## src/rtl/fib_bcd_converter_if.sv

```systemverilog
// Handshake bundle between the Fibonacci generator and the BCD converter.
//   start : request a conversion (master -> slave)
//   bin   : binary value to convert (master -> slave)
//   busy  : conversion in progress (slave -> master)
//   done  : one-cycle pulse, bcd valid (slave -> master)
//   bcd   : packed BCD result, digit 0 in [3:0] (slave -> master)
interface fib_bcd_converter_if #(
    parameter int WIDTH  = 32,
    parameter int DIGITS = 10
);
    logic                  start;
    logic [WIDTH-1:0]      bin;
    logic                  busy;
    logic                  done;
    logic [4*DIGITS-1:0]   bcd;

    modport master (output start, bin, input busy, done, bcd);
    modport slave  (input start, bin, output busy, done, bcd);
endinterface

```

## src/rtl/fib_bcd_converter.sv

```systemverilog
// Sequential binary-to-packed-BCD converter (shift-and-add-3, one bit/clock).
// Ports:
//   clk   : rising-edge clock
//   reset : asynchronous active-low reset
//   bus   : fib_bcd_converter_if.slave (start, bin, busy, done, bcd)
// Optional build macro BCD_BLANK_EN: leading-zero digits above the most
// significant nonzero digit load as 4'hF (blank); digit 0 is never blanked.

// Per-digit correction: add 3 when the digit is 5 or more, so that the
// following left shift carries correctly into the next decade.
module fib_bcd_digit (
    input  logic [3:0] d,
    output logic [3:0] q
);
    assign q = (d >= 4'd5) ? d + 4'd3 : d;
endmodule

module fib_bcd_converter #(
    parameter int WIDTH  = 32,
    parameter int DIGITS = 10,
    parameter int CNT_W  = 6
) (
    input  logic                   clk,
    input  logic                   reset,
    fib_bcd_converter_if.slave     bus
);
    typedef enum logic [1:0] {IDLE, SHIFT, DONE} state_t;

    state_t                state, state_nxt;
    logic [WIDTH-1:0]      bin_sr;
    logic [4*DIGITS-1:0]   scratch;
    logic [4*DIGITS-1:0]   adj;
    logic [4*DIGITS-1:0]   scratch_nxt;
    logic [4*DIGITS-1:0]   load_val;
    logic [CNT_W-1:0]      cnt;
    logic                  last;
    logic                  busy_nxt;
    logic                  done_nxt;

    genvar g;
    generate
        for (g = 0; g < DIGITS; g++) begin : g_dig
            fib_bcd_digit u_dig (
                .d (scratch[4*g +: 4]),
                .q (adj[4*g +: 4])
            );
        end
    endgenerate

    // Corrected scratch shifted left with the next binary MSB entering bit 0.
    assign scratch_nxt = {adj[4*DIGITS-2:0], bin_sr[WIDTH-1]};
    // cnt is pre-increment: this edge performs the final bit.
    assign last        = (cnt == CNT_W'(WIDTH - 1));

    always_comb begin
        load_val = scratch_nxt;
`ifdef BCD_BLANK_EN
        begin : blank
            logic lead;
            lead = 1'b1;
            for (int i = DIGITS - 1; i >= 1; i--) begin
                if (lead && (scratch_nxt[4*i +: 4] == 4'h0))
                    load_val[4*i +: 4] = 4'hF;
                else
                    lead = 1'b0;
            end
        end
`endif
    end

    always_comb begin
        state_nxt = state;
        busy_nxt  = 1'b0;
        done_nxt  = 1'b0;
        case (state)
            IDLE: begin
                if (bus.start) begin
                    state_nxt = SHIFT;
                    busy_nxt  = 1'b1;
                end
            end
            SHIFT: begin
                busy_nxt = 1'b1;
                if (last) begin
                    state_nxt = DONE;
                    busy_nxt  = 1'b0;
                    done_nxt  = 1'b1;
                end
            end
            DONE:    state_nxt = IDLE;
            default: state_nxt = IDLE;
        endcase
    end

    always_ff @(posedge clk or negedge reset) begin
        if (!reset) begin
            state    <= IDLE;
            bus.busy <= 1'b0;
            bus.done <= 1'b0;
        end else begin
            state    <= state_nxt;
            bus.busy <= busy_nxt;
            bus.done <= done_nxt;
        end
    end

    always_ff @(posedge clk or negedge reset) begin
        if (!reset) begin
            bin_sr  <= '0;
            scratch <= '0;
            cnt     <= '0;
            bus.bcd <= '0;
        end else begin
            if (state == IDLE && bus.start) begin
                bin_sr  <= bus.bin;
                scratch <= '0;
                cnt     <= '0;
            end else if (state == SHIFT) begin
                scratch <= scratch_nxt;
                bin_sr  <= bin_sr << 1;
                cnt     <= cnt + CNT_W'(1);
                if (last)
                    bus.bcd <= load_val;
            end
        end
    end
endmodule

```

## src/flat_wrapper.sv

```systemverilog
// flat-port wrapper written by rule: the top's interface ports become plain ports
module fib_bcd_converter_flat 
#(
    parameter int WIDTH  = 32,
    parameter int DIGITS = 10,
    parameter int CNT_W  = 6
)
  (clk, reset, bus_start, bus_bin, bus_busy, bus_done, bus_bcd);
  fib_bcd_converter_if #(.WIDTH(WIDTH), .DIGITS(DIGITS)) bus_i ();
  input  logic clk;
  input  logic reset;
  input wire logic [$bits(bus_i.start)-1:0] bus_start;
  input wire logic [$bits(bus_i.bin)-1:0] bus_bin;
  output wire logic [$bits(bus_i.busy)-1:0] bus_busy;
  output wire logic [$bits(bus_i.done)-1:0] bus_done;
  output wire logic [$bits(bus_i.bcd)-1:0] bus_bcd;
  assign bus_i.start = bus_start;
  assign bus_i.bin = bus_bin;
  assign bus_busy = bus_i.busy;
  assign bus_done = bus_i.done;
  assign bus_bcd = bus_i.bcd;
  fib_bcd_converter #(.WIDTH(WIDTH), .DIGITS(DIGITS), .CNT_W(CNT_W)) u_core (.clk(clk), .reset(reset), .bus(bus_i));
endmodule
```

## config.mk

```make
export PLATFORM = sky130hd
export DESIGN_NAME = fib_bcd_converter_flat
export DESIGN_NICKNAME = d
export VERILOG_FILES = /design/src/rtl/fib_bcd_converter_if.sv /design/src/rtl/fib_bcd_converter.sv /design/src/flat_wrapper.sv
export SDC_FILE = /design/constraint.sdc
export NUM_CORES = 1
export LEC_CHECK = 0
export CAP_MARGIN = 20
export CORE_ASPECT_RATIO = 1.5
export CORE_MARGIN = 3
export CORE_UTILIZATION = 41
export DETAILED_ROUTE_END_ITERATION = 12
export PLACE_DENSITY = 0.61
export SYNTH_ARGS = -nofsm -noshare
export SYNTH_HDL_FRONTEND = slang
export SYNTH_SLANG_ARGS = --single-unit
export TNS_END_PERCENT = 50
```

## constraint.sdc

```tcl
create_clock -name clk -period 2.8 [get_ports clk]
set_clock_uncertainty 0.2 [all_clocks]
set_input_delay 0.56 -clock clk [delete_from_list [all_inputs] [get_ports clk]]
set_output_delay 0.56 -clock clk [all_outputs]
set_load 0.005 [all_outputs]
```

==> summary.md <==
| Metric | Value |
|---|---|
| H-tree depth | `4` |
| Syn Inst Count | `568` |
| Antenna violations before repair | `0` |
| Crit-path max FO | `61` |
| Pre-CTS setup slack | `540.5 ps` |
| Clock Latency Late Sink | `400 ps` |
| Final Core Density | `53.58%` |
| Slowest cell delay on critical path | `410 ps` |
| CP Launch Type | `flop` |
| CTS root buffer | `clkbuf_16` |
| Sum Neg Setup Slack | `0 ps` |
| DR WL/cell | `15.00 um` |
| Fmax | `474.4 MHz` |
| Synth area leaders | `dfrtp_1 52%, o21ai_0 7.1%, ha_1 4.5%` |
| Largest net degree at the start of global routing | `63` |
| CTS tree | `done` |
| Via density per instance | `5.315` |
| Die area | `15720 um2` |
| Crit path DAT | `2190 ps` |
| Core area | `13730 um2` |
| Num CTS Buffers | `17` |
| Remaining antenna violation count after routing | `0` |
| Die Ht | `152.1 um` |
| Buf+Inv Stages, Crit Path | `1` |
| Crit path cell chain | `ha_1 > nand2_1 > nor4_4 > buf_12 > mux2_2` |
| Placer Congestion | `0.7372` |
| CTS sink count | `122` |
| Post-route DRC | `0` |
| Final hold vios | `0` |
| Slew @ Worst Pin | `589.9 ps` |
| Hold buffers post-CTS | `1` |
| Syn-to-layout area delta | `26.10%` |
| # diodes | `0` |
| Design Power | `0.008115 W` |
| Leakage | `3.136 nW` |
| Clk slew on worst S/H paths | `50 ps` |
| Crit end category | `flop` |
| Slew Limit Headroom | `60.68%` |
| Global route overflow | `0` |
| Most frequent cells in the layout | `122 x dfrtp_1, 83 x o21ai_0, 75 x clkdlybuf4s50_1` |
| Fillcell total | `1250` |
| Io pins | `77` |
| Post-synth top area share | `52.34%` |
| PwrDens | `1103 nW/um2` |
| Max IR drop VDD | `471.8 uV` |
| Vias in the first global route | `4566` |
| RSZ-0062 raised after global routing | `false` |
| PortBufs | `76` |
| Max Cap Viol | `0` |
| GRT Total Usage | `17.29%` |
| Iteration count of the initial detailed-routing pass | `4` |
| PnR worst setup slack | `692.3 ps` |
| # nets final | `700` |
| Status | `completed` |
| Synthesized area per cell | `10.27 um2` |
| Seq/Total Area, Yosys | `52.34%` |
| Register bit total from synthesis | `122` |
| CP max-delay cell | `dfrtp_1` |
| Slew Limit Fails | `0` |
| Initial core utilization | `42.49%` |
| Share of cells above drive strength 1 | `10.87%` |
| DRT iter0 DRCs | `136` |
| Yosys cell types | `33` |
| Synth Net Count | `624` |
| Min Tclk post-route | `2108 ps` |
| Cell row count | `52` |
| Final period util | `75.28%` |
| WP data required | `2880 ps` |
| Setup bufs post-CTS | `0` |
| Vias | `4475` |
| Primary FF master, synth | `dfrtp_1` |
| Setup violators final | `0` |
| Crit Path Class | `reg2reg` |
| Number of synthesized flops with an enable pin | `0` |
| Final wirelength | `12630 um` |
| Synthesized area | `5833 um2` |
| CTS resizes | `0` |
| First-pass GRT wire length | `21930 um` |
| Worst Hold Class | `reg2reg` |
| Die X | `103.4 um` |
| Yosys top cell by area | `dfrtp_1` |
| Async S/R FF share, synth | `100.0%` |
| Most common cell after layout, fill and taps aside | `dfrtp_1` |
| Final HPWL DP | `8386 um` |
| Clk buf depth | `2` |
| Synth warn | `0` |
| Crit path max-delay family | `simple AND/OR/NAND/NOR gates` |
layer usage:
| layer | share of wire [%] | vias up | track usage, % |
|---|---|---|---|
| met3 | 3.7 | 15 | 4.266 |
| met5 | 0 | - | 0 |
| met2 | 52 | 84 | 29.38 |
| met4 | 1.4 | 0 | 4.630 |
| met1 | 43 | 2226 | 21.55 |
| li1 | - | 2150 | - |
worst min-delay path: stages (launching register included):
cell	delay (ps)
dfrtp_1	340
nand2_1	50
o21ai_0	60
state kept, by name, indices dropped and copies added (netlist names):
signal	count
u_core.bus.bcd	40
u_core.bus.done	1
u_core.bus.busy	1
u_core.scratch	40
u_core.state	2
u_core.cnt	6
u_core.bin_sr	32
metrics by stage:
stage,instances,area (um2),hold slack (ps)
after global routing,842,7356,304.7
after global placement,813,6810,264.8
after detailed placement,813,6810,275.1
final,842,7356,278.2
after CTS,842,7356,286.2
after floorplan,568,5833,64.41
path summary, 6_finish.rpt:
path                                   start                  to  slack, ps  cells past startpoint
max                            u_core.cnt[0]  u_core.bus.bcd[29]        690                      5
max in group asynchronous              reset   u_core.bin_sr[10]       1220                      3
min reg2reg                u_core.bin_sr[11]   u_core.bin_sr[11]        280                      2
max reg2reg                    u_core.cnt[0]  u_core.bus.bcd[29]        690                      5
min in group asynchronous              reset   u_core.bin_sr[23]        500                      2
min                        u_core.bin_sr[11]   u_core.bin_sr[11]        280                      2
Yosys cell counts, types with 4 or more instances:
cell type and instances:
clkbuf_1 23, a22oi_1 31, inv_1 27, dfrtp_1 122, a22o_1 15, mux2i_1 9, buf_2 4, nand2_1 45
a31oi_1 11, o21ai_0 83, ha_1 21, mux2_2 18, nor2b_1 20, nor2_1 21, buf_6 4, a21oi_1 48
nor3_1 11, xnor2_1 10, nand2b_1 10, nor3b_1 9, or3b_2 10
cell families after synthesis:
kind of cell             count (synthesis)  share of synthesized area [%]
multiplexers                            30                          5.598
adder cells (fa/ha/maj)                 21                          4.504
AO/OA/AOI/OAI                          192                          19.22
buffers and inverters                   61                          4.719
flip-flops                             122                          52.34
AND/OR/NAND/NOR                        131                          11.97
XOR/XNOR                                11                          1.652
layout make-up:
| class | count | area (um2) | area share, % |
|---|---|---|---|
| sequential | 122 | 3053 | 41.50 |
| tap | 189 | 236.5 | 3.215 |
| multi-input combinational | 385 | 2519 | 34.24 |
| clock inverter | 3 | 40.04 | 0.5443 |
| inverter | 27 | 101.3 | 1.378 |
| clock buffer | 25 | 495.5 | 6.736 |
| timing repair buffer | 91 | 910.9 | 12.38 |
report_power, final:
group          internal, W  switching [W]  total (W)
Combinational      0.00159        0.00147    0.00306
Sequential         0.00247       0.000579    0.00305
Clock              0.00129       0.000707    0.00200
Total              0.00536        0.00275    0.00812
Power figures use the tool's default switching activity.
